**src/rtl/serial_adder.sv**
```systemverilog
// Bit-serial WIDTH-bit adder: one full-adder cell, LSB first, with a registered
// carry loop and a start/busy/done handshake.

module full_adder_structural (
    input  logic a,
    input  logic b,
    input  logic ci,
    output logic s,
    output logic co
);
    logic axb;
    logic gen;
    logic prop;

    assign axb  = a ^ b;
    assign s    = axb ^ ci;
    assign gen  = a & b;
    assign prop = axb & ci;
    assign co   = gen | prop;
endmodule

module serial_adder #(
    parameter int unsigned WIDTH = 8
) (
    input  logic             clk,
    input  logic             rst,
    input  logic             start,
    input  logic [WIDTH-1:0] a,
    input  logic [WIDTH-1:0] b,
    input  logic             cin,
    output logic             busy,
    output logic             done,
    output logic [WIDTH-1:0] sum,
    output logic             cout
);
    localparam int unsigned CW = $clog2(WIDTH) + 1;
    localparam logic [CW-1:0] LAST = CW'(WIDTH - 1);

    typedef enum logic [1:0] {
        S_IDLE = 2'd0,
        S_RUN  = 2'd1,
        S_DONE = 2'd2
    } state_t;

    state_t           state_q, state_d;
    logic [WIDTH-1:0] a_sr_q, a_sr_d;
    logic [WIDTH-1:0] b_sr_q, b_sr_d;
    logic [WIDTH-1:0] s_sr_q, s_sr_d;
    logic             c_q, c_d;
    logic [CW-1:0]    cnt_q, cnt_d;
    logic [WIDTH-1:0] sum_q, sum_d;
    logic             cout_q, cout_d;
    logic             busy_q, busy_d;
    logic             done_q, done_d;

    logic fa_s;
    logic fa_co;

    full_adder_structural u_fa (
        .a  (a_sr_q[0]),
        .b  (b_sr_q[0]),
        .ci (c_q),
        .s  (fa_s),
        .co (fa_co)
    );

    always_comb begin
        state_d = state_q;
        a_sr_d  = a_sr_q;
        b_sr_d  = b_sr_q;
        s_sr_d  = s_sr_q;
        c_d     = c_q;
        cnt_d   = cnt_q;
        sum_d   = sum_q;
        cout_d  = cout_q;

        case (state_q)
            S_IDLE, S_DONE: begin
                if (start) begin
                    a_sr_d  = a;
                    b_sr_d  = b;
                    c_d     = cin;
                    cnt_d   = '0;
                    s_sr_d  = '0;
                    state_d = S_RUN;
                end else begin
                    state_d = S_IDLE;
                end
            end
            S_RUN: begin
                a_sr_d = {1'b0, a_sr_q[WIDTH-1:1]};
                b_sr_d = {1'b0, b_sr_q[WIDTH-1:1]};
                s_sr_d = {fa_s, s_sr_q[WIDTH-1:1]};
                c_d    = fa_co;
                cnt_d  = cnt_q + CW'(1);
                if (cnt_q == LAST) begin
                    sum_d   = {fa_s, s_sr_q[WIDTH-1:1]};
                    cout_d  = fa_co;
                    state_d = S_DONE;
                end
            end
            default: state_d = S_IDLE;
        endcase

        // Handshake flags follow the next state so they line up with it.
        busy_d = (state_d == S_RUN);
        done_d = (state_d == S_DONE);
    end

    always_ff @(posedge clk) begin
        if (rst) begin
            state_q <= S_IDLE;
            a_sr_q  <= '0;
            b_sr_q  <= '0;
            s_sr_q  <= '0;
            c_q     <= 1'b0;
            cnt_q   <= '0;
            sum_q   <= '0;
            cout_q  <= 1'b0;
            busy_q  <= 1'b0;
            done_q  <= 1'b0;
        end else begin
            state_q <= state_d;
            a_sr_q  <= a_sr_d;
            b_sr_q  <= b_sr_d;
            s_sr_q  <= s_sr_d;
            c_q     <= c_d;
            cnt_q   <= cnt_d;
            sum_q   <= sum_d;
            cout_q  <= cout_d;
            busy_q  <= busy_d;
            done_q  <= done_d;
        end
    end

    assign busy = busy_q;
    assign done = done_q;
    assign sum  = sum_q;
    assign cout = cout_q;
endmodule

```
**config.mk**
```make
export PLATFORM = sky130hd
export DESIGN_NAME = serial_adder
export DESIGN_NICKNAME = d
export VERILOG_FILES = /design/src/rtl/serial_adder.sv
export SDC_FILE = /design/constraint.sdc
export NUM_CORES = 1
export LEC_CHECK = 0
export ABC_AREA = 0
export CAP_MARGIN = 20
export CORE_ASPECT_RATIO = 1.5
export CORE_MARGIN = 4
export CORE_UTILIZATION = 41
export CTS_CLUSTER_SIZE = 24
export DETAILED_ROUTE_END_ITERATION = 8
export GPL_TIMING_DRIVEN = 0
export PLACE_DENSITY_LB_ADDON = 0.1
export SLEW_MARGIN = 20
export SYNTH_ARGS = -nofsm -noshare
export SYNTH_HDL_FRONTEND = slang
export SYNTH_HIERARCHICAL = 1
export SYNTH_SLANG_ARGS = --single-unit
```
**constraint.sdc**
```tcl
create_clock -name clk -period 4.2 [get_ports clk]
set_clock_uncertainty 0.2 [all_clocks]
set_input_delay 1.05 -clock clk [delete_from_list [all_inputs] [get_ports clk]]
set_output_delay 1.05 -clock clk [all_outputs]
set_load 0.05 [all_outputs]
```
### Yosys cells after proc, flatten, opt, wreduce, memory -nomap -nowiden

Index checks and enable logic that the tools add are counted.

| storage, ports and cells | value |
|---|---|
| bits in registers | 42 |
| bits of input ports | 20 |
| output and inout port bits | 11 |

| operators by class | value |
|---|---|
| $add $sub $neg | 1 |
| equal/unequal tests | 6 |
| mux-type cells | 13 |
| bitwise operators | 5 |
| reductions and logical operators | 5 |

Operators by type and width:

| cell | count |
|---|---|
| one-hot mux 8 bit (2 select lines) | 3 |
| 2-to-1 mux 8 bit | 3 |
| one-hot mux 4 bit (2 select lines) | 1 |
| adder 4 x 1 -> 4 bit, second input constant | 1 |
| == test 2 x 1 -> 1 bit, second input constant | 2 |
| == test 2 bit, second input constant | 2 |
| == test 4 x 3 -> 1 bit, second input constant | 1 |
| 2-to-1 mux 4 bit | 1 |
| one-hot mux 2 bit (2 select lines) | 1 |
| AND reduction 2 bit | 2 |
| AND 1 bit | 2 |
| zero test 2 bit | 1 |
| 2-to-1 mux 1 bit | 2 |
| 2-to-1 mux 2 bit | 1 |
| != test 2 bit, second input constant | 1 |
| one-hot mux 1 bit (2 select lines) | 1 |
| nonzero test 2 bit | 1 |
| OR reduction 2 bit | 1 |
| XOR 1 bit | 2 |
| bitwise OR 1 bit | 1 |

### Depth between registers and ports, before layout

| logic depth | value |
|---|---|
| word-level depth | 4 |
| depth in mapped cells | 5 |
| mapped depth without buffers | 4 |

### Cells and area by module

Netlist, hierarchy kept.

Modules (own cells, without submodules):

| module | times used | cells an instance | area an instance (um2) | seq. area each (um2) |
|---|---|---|---|---|
| serial_adder | 1 | 182 | 1695.4 | 820.8 |
| full_adder_structural | 1 | 1 | 20.0 | 0.0 |

### Worst setup path after synthesis

Ideal clock, no wire load.

| path | value |
|---|---|
| path kind | in2reg |
| start | in start |
| end | reg a_sr_q[6] |
| library setup time | 132 ps |
| arrival | 1707 ps |
| data required time | 3868 ps |
| setup slack | 2161 ps |
| cell stages on the path | 5 |
| cell sequence | and2b_1 buf_2 buf_4 a22oi_1 a21oi_1 |

| on the way | value |
|---|---|
| longest elaborated chain between the ends | 2 |

Ends and longest elaborated chain:

| item | RTL line | text |
|---|---|---|
| from (decl) | 27 | `input logic start,` |
| != test 2 bit (no source line) | n/a |  |
| AND reduction 2 bit (no source line) | n/a |  |
| to (signal assigned) | 124 | `a_sr_q <= a_sr_d;` |
| to (decl) | 46 | `logic [WIDTH-1:0] a_sr_q, a_sr_d;` |

No other way between the ends.
A chain may end at the register's enable or synchronous reset.

### Worst setup path in the final report

| path | value |
|---|---|
| start | reg sum_q[6] (netlist: sum[6]) |
| end | out sum[6] |

RTL lines:

| item | RTL line | text |
|---|---|---|
| from (decl) | 51 | `logic [WIDTH-1:0] sum_q, sum_d;` |
| from (signal assigned) | 129 | `sum_q <= sum_d;` |
| to (decl) | 33 | `output logic [WIDTH-1:0] sum,` |

No word-level cell between the ends.

==> results by group <==
STA
  – Final Hold Fails: 0
  – Relative slew slack: about two thirds
  – Max-slew violations: 0
  – Worst-Margin Slew: 499 ps
  – Setup TNS: 0 ps
  – Period utilization: between 60% and 70%
  – Max Clock Freq: 374 MHz
  – RSZ-0062 raised after global routing: false
  – Final setup vio count: 0
  – Fin crit period: roughly 2700 ps
  – Setup WS post-layout: between 1500 and 2000 ps

Routing
  – DRT Pass-1 Iters: 4
  – Post-route ant nets: 0
  – WL per Instance: around 14 um
  – Drt initial violations: 25
  – Vias: around 1400
  – Via density: approximately 5.4
  – Final wirelength: roughly 3700 um
  – DRC viols: 0

Cells and area
  – Most frequent cells in the layout: dfxtp_1, clkdlybuf4s50_1, a21oi_1
  – Core Util, Final: 54.8%
  – Most common cell after layout, fill and taps aside: dfxtp_1
  – Multi-input gate area in the final layout: 790 um2
  – Share of layout cells above drive strength 1: 10.9%
  – Sequential Area: ~800 um2
  – Number of antenna diodes: 0
  – Nets@finish: roughly 240
  – Filler Cell Count: 400
  – P&R area growth vs syn: 27.6%
  – Finished Cell Area: 2190 um2

Setup path
  – Slowest cell on the critical path: clkdlybuf4s50_1
  – Setup CP Type: reg2out
  – Max FO, Critical Path: 2
  – Slowest cell delay on critical path: ~800 ps
  – Cell Chain, Critical Path: clkdlybuf4s50_1
  – CP bufs+invs: 1
  – Critical Path AT: roughly 1400 ps
  – Crit. Startpoint: sum[6]
  – Startpoint type of the worst setup path: register
  – Crit path max-delay family: buffers and inverters
  – CP Capture Type: output port
  – R2R setup slack: 2670 ps
  – Reg-to-Reg Start: state_q[0]
  – CP required: around 3000 ps

Floorplan
  – Die height: 87.2 um
  – Die Wd: 60.8 um
  – Core area: 3990 um2
  – I/O pins: 31
  – Die area: 5300 um2
  – Num rows: 28
  – Initial Utilization: ~43%

Clock tree
  – CTS tree: done
  – Worst-path clk slew: ~80 ps
  – Cts repair resizes: 0
  – CTS Buf Count: 5
  – Hold_buf cts: 0
  – CTS root buffer: clkbuf_8
  – Clock Sinks: 41
  – Clk_lat worst skew: 290 ps
  – Clock tree buffer depth: 2
  – H-tree depth reported by CTS: 2
  – Post-CTS Setup Bufs: 0

Power
  – Pwr dens: between 300 and 400 nW/um2
  – P_int: around 0.64 mW
  – Sequential Power Share: 49.2%
  – Sw Pwr: 0.196 mW
  – Tot Pwr: 0.838 mW
  – Switching share of power: between 20% and 30%
  – Clk pwr share: roughly two fifths
  – Combinational Power Share: a little under an eighth
  – Leak: roughly 0.76 nW
  – VDD IR max: 0.280 mV

Synthesis
  – Synth Area per Inst: about 9.4 um2
  – Area contributors post-synth: dfxtp_1, a21oi_1, nand2b_1, nand3_1, a22oi_1
  – FF+latch count, synth: approximately 40
  – Syn Inst Count: 183
  – Synth area leader: dfxtp_1
  – Ys Warns: 6
  – Syn Std Cell Area: around 1700 um2
  – Syn_nets: ~210
  – Cell variety after synth: 25
  – Yosys top cell area share: roughly 48%
  – Share of the yosys chip area belonging to registers: between 40% and 50%

Global routing
  – Number of global-route vias before repair: between 1000 and 1500
  – Global-route wire length before repair: around 6300 um
  – Largest net degree at the start of global routing: 13
  – All-Layer GR Usage: 15.7%
  – Initial antenna violation count: 0
  – Remaining Overflow, GRT: 0

Run
  – Max cap viols: 0

Placement
  – Placement Setup Slack: about 1300 ps
  – DP Wirelength: 2660 um
  – GP Congestion: 0.817
  – Dpl cell area: 2070 um2
  – PortBufs: 30

Outcome
  – Status: completed

Worst hold path
  – Hold Crit Start: b_sr_q[2]
  – Path type of the worst min-delay path: reg2reg
per-stage QoR:
| step | hold slack, ps | instances |
|---|---|---|
| 2_1_floorplan | 246 | 183 |
| 3_3_place_gp | 255 | 258 |
| 3_5_place_dp | 262 | 258 |
| 4_1_cts | 274 | 266 |
| 5_1_grt | 295 | 266 |
| 6_report | 274 | 266 |
area by class of cell:
class | instances | area share (%)
Sequential cell | 41 | 37.5
Buffer | 17 | 4.80
Clock inverter | 1 | 1.37
Timing Repair Buffer | 30 | 13.7
Tap cell | 45 | 2.57
Multi-Input combinational cell | 125 | 36.1
Clock buffer | 7 | 3.95
per-layer routing:
| metal | vias to the layer above | wire, um | track usage, % |
|---|---|---|---|
| met1 | 684 | 1530 | 17.1 |
| met2 | 43 | 1880 | 27.3 |
| met4 | 0 | 60 | 5.92 |
| met5 | - | 0 | 0 |
| met3 | 7 | 225 | 5.04 |
| li1 | 714 | - | - |
path summary, 6_finish.rpt:
kind	cells past startpoint	endpoint
setup / recovery	1	sum[6]
hold / removal	2	b_sr_q[2]
setup reg to reg	5	a_sr_q[4]
hold reg to reg	2	b_sr_q[2]
flip-flops by register name, indices dropped and copies added (netlist names):
name,count
c_q,1
state_q,2
cnt_q,4
s_sr_q,7
busy,1
done,1
cout,1
a_sr_q,8
sum,8
b_sr_q,8
worst min-delay path, cell delays in order (launching register included):
cell	delay [ps]
dfxtp_1	320
nand3_1	60
a21oi_1	60
logic make-up (layout without fill, tap and decap cells):
kind of cell    after synthesis  in the layout  share of synthesized area (%)
compound gates               44             44                           15.5
fa+ha+maj                     2              2                           1.90
buf+inv                      17             55                           6.13
flops                        41             41                           47.8
mux                          11             11                           6.78
simple gates                 68             68                           21.9
power groups by stage:
stage	clock network, mW	registers (mW)	logic (mW)
final	0.330	0.412	0.0962
after floorplan	0	0.421	0.0575
after detailed placement	0	0.421	0.0960
after CTS	0.333	0.412	0.0965
after global routing	0.352	0.414	0.106
after global placement	0	0.420	0.0949
Yosys cell counts:
cell type   n
nor2b_1     1
buf_2       8
buf_6       1
nand4_1     1
buf_12      1
nor2_1      3
ha_1        1
a211oi_2    1
clkbuf_1    5
nand3b_1    1
nand3_1    26
a22oi_1    15
mux2i_1     9
nand2b_1   21
mux2_4      1
buf_4       2
a21oi_1    28
dfxtp_1    41
nor3b_1     1
and2b_1     2
mux2_2      1
and4b_4     1
fa_1        1
nor2b_2     1
nand2_1    10
Note: power is estimated with default switching activity, not from simulation.
